## src/rtl/prra_pkt_mux.sv

```systemverilog
// Packet-level N:1 stream multiplexer that sits downstream of the prra arbiter.
// It requests arbitration, locks onto the granted port for a whole packet and forwards it through a one-entry output register.
module prra_pkt_mux #(
  parameter int WIDTH      = 4,
  parameter int LOG2_WIDTH = 2,
  parameter int DATA_WIDTH = 32,
  parameter int PIPELINE   = 0
) (
  input  logic                        clk,
  input  logic                        srst,
  input  logic [WIDTH-1:0]            in_valid,
  input  logic [WIDTH-1:0]            in_last,
  input  logic [WIDTH*DATA_WIDTH-1:0] in_data,
  output logic [WIDTH-1:0]            in_ready,
  output logic [WIDTH-1:0]            arb_request,
  input  logic [WIDTH-1:0]            arb_grant,
  output logic                        out_valid,
  output logic                        out_last,
  output logic [DATA_WIDTH-1:0]       out_data,
  output logic [LOG2_WIDTH-1:0]       out_port,
  input  logic                        out_ready,
  output logic                        grant_err
);

  // Wide enough to hold PIPELINE+1, the number of cycles a grant may take to arrive.
  localparam int CNT_W = $clog2(PIPELINE + 2);

  typedef enum logic [1:0] {
    IDLE = 2'd0,
    ARB  = 2'd1,
    XFER = 2'd2
  } state_t;

  state_t                  state, state_nxt;
  logic [CNT_W-1:0]        cnt, cnt_nxt;
  logic [LOG2_WIDTH-1:0]   sel, sel_nxt;
  logic                    accept;
  logic                    take_slot;
  logic                    grant_multi;
  logic [DATA_WIDTH-1:0]   in_data_a [WIDTH];

  for (genvar p = 0; p < WIDTH; p++) begin : g_unpack
    assign in_data_a[p] = in_data[p*DATA_WIDTH +: DATA_WIDTH];
  end

  function automatic logic [LOG2_WIDTH-1:0] lowest_idx(input logic [WIDTH-1:0] v);
    lowest_idx = '0;
    for (int i = WIDTH - 1; i >= 0; i--) begin
      if (v[i]) lowest_idx = LOG2_WIDTH'(i);
    end
  endfunction

  // NOTE: every output of this block gets a default before the case statement, so no path can leave one unassigned and infer a latch.
  always_comb begin
    state_nxt   = state;
    cnt_nxt     = cnt;
    sel_nxt     = sel;
    arb_request = '0;
    in_ready    = '0;
    accept      = 1'b0;
    grant_multi = 1'b0;
    take_slot   = !out_valid || out_ready;

    case (state)
      IDLE: begin
        if (|in_valid) begin
          state_nxt = ARB;
          cnt_nxt   = CNT_W'(PIPELINE + 1);
        end
      end

      ARB: begin
        arb_request = in_valid;
        cnt_nxt     = cnt - CNT_W'(1);
        if (|arb_grant) begin
          state_nxt   = XFER;
          sel_nxt     = lowest_idx(arb_grant);
          grant_multi = (arb_grant & (arb_grant - WIDTH'(1))) != '0;
        end else if (cnt <= CNT_W'(1)) begin
          // The grant window has closed without a winner; the request was withdrawn.
          state_nxt = IDLE;
        end
      end

      XFER: begin
        in_ready[sel] = take_slot;
        accept        = in_valid[sel] && take_slot;
        if (accept && in_last[sel]) state_nxt = IDLE;
      end

      default: state_nxt = IDLE;
    endcase
  end

  // NOTE: sequential state uses non-blocking assignments so every register samples pre-edge values, independent of statement order.
  always_ff @(posedge clk or posedge srst) begin
    if (srst) begin
      state     <= IDLE;
      cnt       <= '0;
      sel       <= '0;
      grant_err <= 1'b0;
    end else begin
      state     <= state_nxt;
      cnt       <= cnt_nxt;
      sel       <= sel_nxt;
      grant_err <= grant_multi;
    end
  end

  // NOTE: the payload register is reset too, because out_data must read zero after reset rather than stale data.
  always_ff @(posedge clk or posedge srst) begin
    if (srst) begin
      out_valid <= 1'b0;
      out_last  <= 1'b0;
      out_data  <= '0;
      out_port  <= '0;
    end else if (accept) begin
      out_valid <= 1'b1;
      out_last  <= in_last[sel];
      out_data  <= in_data_a[sel];
      out_port  <= sel;
    end else if (out_ready) begin
      out_valid <= 1'b0;
    end
  end

endmodule
```

## config.mk

```make
export PLATFORM = sky130hd
export DESIGN_NAME = prra_pkt_mux
export DESIGN_NICKNAME = d
export VERILOG_FILES = /design/src/rtl/prra_pkt_mux.sv
export SDC_FILE = /design/constraint.sdc
export NUM_CORES = 1
export LEC_CHECK = 0
export BUFFER_PORTS_ARGS = -buffer_cell sky130_fd_sc_hd__buf_2
export CAP_MARGIN = 20
export CORE_MARGIN = 5
export CORE_UTILIZATION = 35
export DETAILED_ROUTE_END_ITERATION = 10
export HOLD_SLACK_MARGIN = 0.08
export PLACE_DENSITY = 0.73
export RECOVER_POWER = 100
export SETUP_SLACK_MARGIN = 0.2
export SLEW_MARGIN = 10
export SYNTH_ARGS = -nofsm -noshare
export SYNTH_HDL_FRONTEND = slang
export SYNTH_SLANG_ARGS = --single-unit
```

## constraint.sdc

```tcl
create_clock -name clk -period 1.8 [get_ports clk]
set_input_delay 0.27 -clock clk [delete_from_list [all_inputs] [get_ports clk]]
set_output_delay 0.27 -clock clk [all_outputs]
set_load 0.1 [all_outputs]
```

Word level (Yosys, flattened, before mapping)
Cells that the tools add are included.
Cells by class
  equal/unequal tests: 5
  bitwise gates (word level): 3
  $lt $le $gt $ge: 4
  multiplexer cells: 27
  $add $sub $neg: 2
  reductions and logical operators: 14
Operators by type and width (count)
  $bmux 32 s2: 1
  $mux 32: 2
  $mux 2: 8
  $mux 1: 9
  $and 4x4->4: 2
  $mux 4: 2
  $reduce_or 4->1: 2
  $pmux 2 s3: 1
  $bmux 1 s2: 2
  $ne 2x2->1 const B: 2
  $reduce_and 2->1: 2
  $reduce_bool 2->1: 2
  $reduce_bool 4->1: 1
  $sub 4x1->4 const B: 1
  $ge 3x3->1 const B: 1
  $logic_and 1x1->1: 3
  $lt 2x3->1 const B: 1
  $ne 3x3->1 const B: 1
  $not 2->3: 1
  $reduce_and 3->1: 1
  $demux 1 s2: 1
  $eq 2x1->1 const B: 1
  $eq 2x2->1 const B: 1
  $ge 2x1->1 const B: 1
  6 further kinds: 6
Word-level totals
  input port bits: 143
  register bits after elaboration: 42
  output and inout port bits: 45

Longest topological paths before layout
  word-level depth: 6
  gate-level depth with buffers: 6

Least setup slack after synthesis
OpenSTA, ideal clock, no wires.
  kind: reg-to-output
  from: reg out_valid
  to: out in_ready[2]
  cell stages (with the launch flop): 4
  setup slack: -1.768 ns
  path buffers: 0
  arrival time: 3.298 ns
  path through: dfrtp_1 > nand2b_1 > nand2_1 > nor3b_1
Between the ends
  longest elaborated chain between the ends: 4
RTL lines
  from (decl): line 17  | output logic out_valid,
  from (signal assigned): line 113  | out_valid <= 1'b0;
  from (signal assigned): line 118  | out_valid <= 1'b1;
  from (signal assigned): line 123  | out_valid <= 1'b0;
  $logic_not 1->1: line 62  | take_slot = !out_valid || out_ready;
  $logic_or 1x1->1: line 62
  $and 4x4->4 (no source line)
  $mux 4: line 64  | case (state)
  to (decl): line 14  | output logic [WIDTH-1:0] in_ready,
No other way between the ends.

Worst setup path after layout
  from: reg sel[0]
  to: reg out_data[19]
Between the ends
  longest elaborated chain between the ends: 4
RTL lines
  from (decl): line 36  | logic [LOG2_WIDTH-1:0] sel, sel_nxt;
  from (signal assigned): line 105  | sel <= sel_nxt;
  $bmux 1 s2 / $not 2->3 (equally long branches): line 87, 120
  $mux 1 (implied by the code) / $bmux 32 s2 (equally long branches): line 87, 120
  $logic_and 1x1->1 / $mux 32 (equally long branches): line 87, 120
  $mux 1 / $mux 32 (equally long branches): line 64, 120
  to (signal assigned): line 120  | out_data <= in_data_a[sel];
  to (decl): line 19  | output logic [DATA_WIDTH-1:0] out_data,
Parallel ways exist; a longest one is shown, timed or not. The select of a mux whose other input is x is not followed.
A chain may end at the register's enable or synchronous reset.

==> reports/qor.yml <==
route:
  drc: 0
  finalWirelength_um: 8680
  drtAntennaViolNets: 0
  vias: 2311
  drt_iter0_drc: 56
  routed_via_density: 4.90
  first_pass_iters: 4
  routedWlPerCell_um: 18.4
clocking:
  clkSinkCount: 41
  clock_path_buffers: 2
  htree_levels: 2
  cts_tree: "yes"
  insertion_delay_ps: 280
  cts-root-buf: "clkbuf_8"
  clk_pin_slew_ps: 80
  cts_buffers: 5
timing:
  fin_crit_ps: 1750
  rsz0062_at_grt: "yes"
  fin_skew_ps: 5.59
  setup_violations: 0
  hold_violations: 0
  maxSlewViolCount: 0
  tightest_slew_ps: 859
  fin_crit_sh_pct: 97.3
  timing.hold.ws_ps: 293
  max-slew-margin-rel_pct: 42.7
  fmax_mhz: 571
yosys:
  synth_cells: 166
  synth_edf_count: 0
  yosysUniqueCellTypes: 25
  async_flop_share_pct: 100
  synth_area_leader_cell: "dfrtp_1"
  yosysMostFrequentCell: "dfrtp_1"
  yosysTopAreaCellShare_pct: 38.8
  ys_ff_latch: 41
  ys_top_cells_by_area: "dfrtp_1, mux4_2, mux2_4"
  syn-cell-area_sq_um: 2650
  synth_flop_cell: "dfrtp_1"
  syn_avg_cell_area_sq_um: 15.9
  synth_fp_nets: 309
  yosys-top-cells-count: "dfrtp_1, mux4_2, mux2_4, nor2_1, mux2_2"
  ys_warn_count: 0
  ys_seq_area_share_pct: 38.8
final_layout:
  drive_above_1_share_pct: 82.0
  final_core_util_pct: 58.5
  antenna_cells: 0
  syn_to_final_growth_pct: 61.2
  final_nets: 516
  fin_cells: 472
  nFillCells: 613
die:
  ioPinCount: 188
  die_w_um: 97.0
  dieArea_sq_um: 9400
  core_area_sq_um: 7290
  rows: 31
  start_util_pct: 36.3
  fp.dieH_um: 97.0
global_route:
  grt_pass1_vias: 2604
  grt_antenna_before_repair: 0
  grt_max_degree: 23
  grt_pass1_wl_um: 13300
  overflow: 0
  grtUsageTotal_pct: 17.5
run_status:
  status: "complete, no violations"
placement:
  dpl.cell_count: 448
  gp_congestion: 0.859
  io_buffer_count: 187
  dp_hpwl_um: 6620
critical_path:
  r2r_cells: 4
  reg2reg_to: "out_data[19]"
  worstSetupPathType: "flop to flop"
  rr_startpoint: "sel[0]"
  r2r_slack_ps: 50
  cp_data_arrival_time_ps: 1920
  cp-end-kind: "flop"
  slowest_delay_ps: 600
  crit_chain: "mux4_2 -> nand2_8 -> clkbuf_16 -> mux2_4"
  slowest_stage: "mux4_2"
  critPathRequiredTime_ps: 1970
  worstPathMaxFanout: 7
  cp-start-kind: "flop"
run:
  maxCapViolCount: 0
hold_path:
  hp-start: "arb_grant[0]"
  whs_endpoint: "grant_err"
  hold_depth: 3
  hold_class: "primary input to flop"
## cell families (layout without fill, tap and decap cells)
| family | count (synthesis) | in the layout | share of synthesized area, % |
|---|---|---|---|
| AOI/OAI and AO/OA | 8 | 8 | 1.89 |
| buffers and inverters | 14 | 221 | 4.35 |
| DFF | 41 | 41 | 38.8 |
| muxes | 70 | 70 | 48.0 |
| and+or+nand+nor | 33 | 33 | 6.99 |
## repair_timing
| action | CTS | global route |
|---|---|---|
| setup buffers | 9 | 3 |
| endpoints found under the hold margin | 20 | 0 |
| pin swaps | 1 | 4 |
| resized for setup | 11 | 8 |
| setup endpoints to repair | 43 | 44 |
| gates cloned | 1 | 3 |
| hold buffers | 1 | 0 |
## routing by layer
layer  GRT usage, %  share of wire, %  up-vias
li1               -                 -     1064
met1           20.4                38     1143
met2           31.7                54      100
met3           5.40               7.7        4
met4           3.46              0.66        0
met5              0                 0        -
## placed cells by master (no fill, tap or decap), types with 3 or more instances in the layout
master     count
buf_2        179
dfrtp_1       38
mux2_4        35
mux4_2        33
buf_12        13
buf_4          9
nor2_1         6
clkbuf_8       5
buf_6          5
nor3_1         4
and2_2         4
nand2_1        3
clkbuf_16      3
## state kept, by name, summed over array words and instances (netlist names)
signal and flops:
sel 2, state 2, out_last 1, out_port 2, out_data 32, out_valid 1
grant_err 1
## per-stage QoR
stage,setup TNS (ps),instance area [sq um],setup WS [ps]
after floorplan,-249,2730,-128
after global placement,0,3900,64.0
after detailed placement,0,3900,13.5
final,0,4270,48.5
after global routing,-35.9,4270,-26.2
after CTS,0,4150,62.0
## how the worst max path moves through the flow
stage | start | end | cells past startpoint
after CTS | state[0] | in_ready[2] | 5
final | sel[0] | out_data[19] | 4
after global routing | state[0] | in_ready[2] | 5
after global placement | sel[0] | out_data[5] | 4
after detailed placement | sel[0] | out_data[18] | 4
after floorplan | out_valid | in_ready[2] | 3
## critical path: cells and delay by family, from the launching register on
kind	cells	cell delay (ps)
flip-flops	1	410
multiplexers	2	890
AND/OR/NAND/NOR	1	150
buffers and inverters	1	180
## layout make-up
cell class                      instances  area, sq um  area share (%)
Clock buffer                            5         68.8            1.61
Clock inverter                          2         35.0           0.821
Inverter                                2         7.51           0.176
Multi-Input combinational cell        111         1590            37.3
Sequential cell                        41         1030            24.2
Tap cell                               99          124            2.90
Timing Repair Buffer                  212         1410            33.0
Power is not shown: default switching activity piles up to over one toggle a cycle in this logic, so the estimate is an artifact.
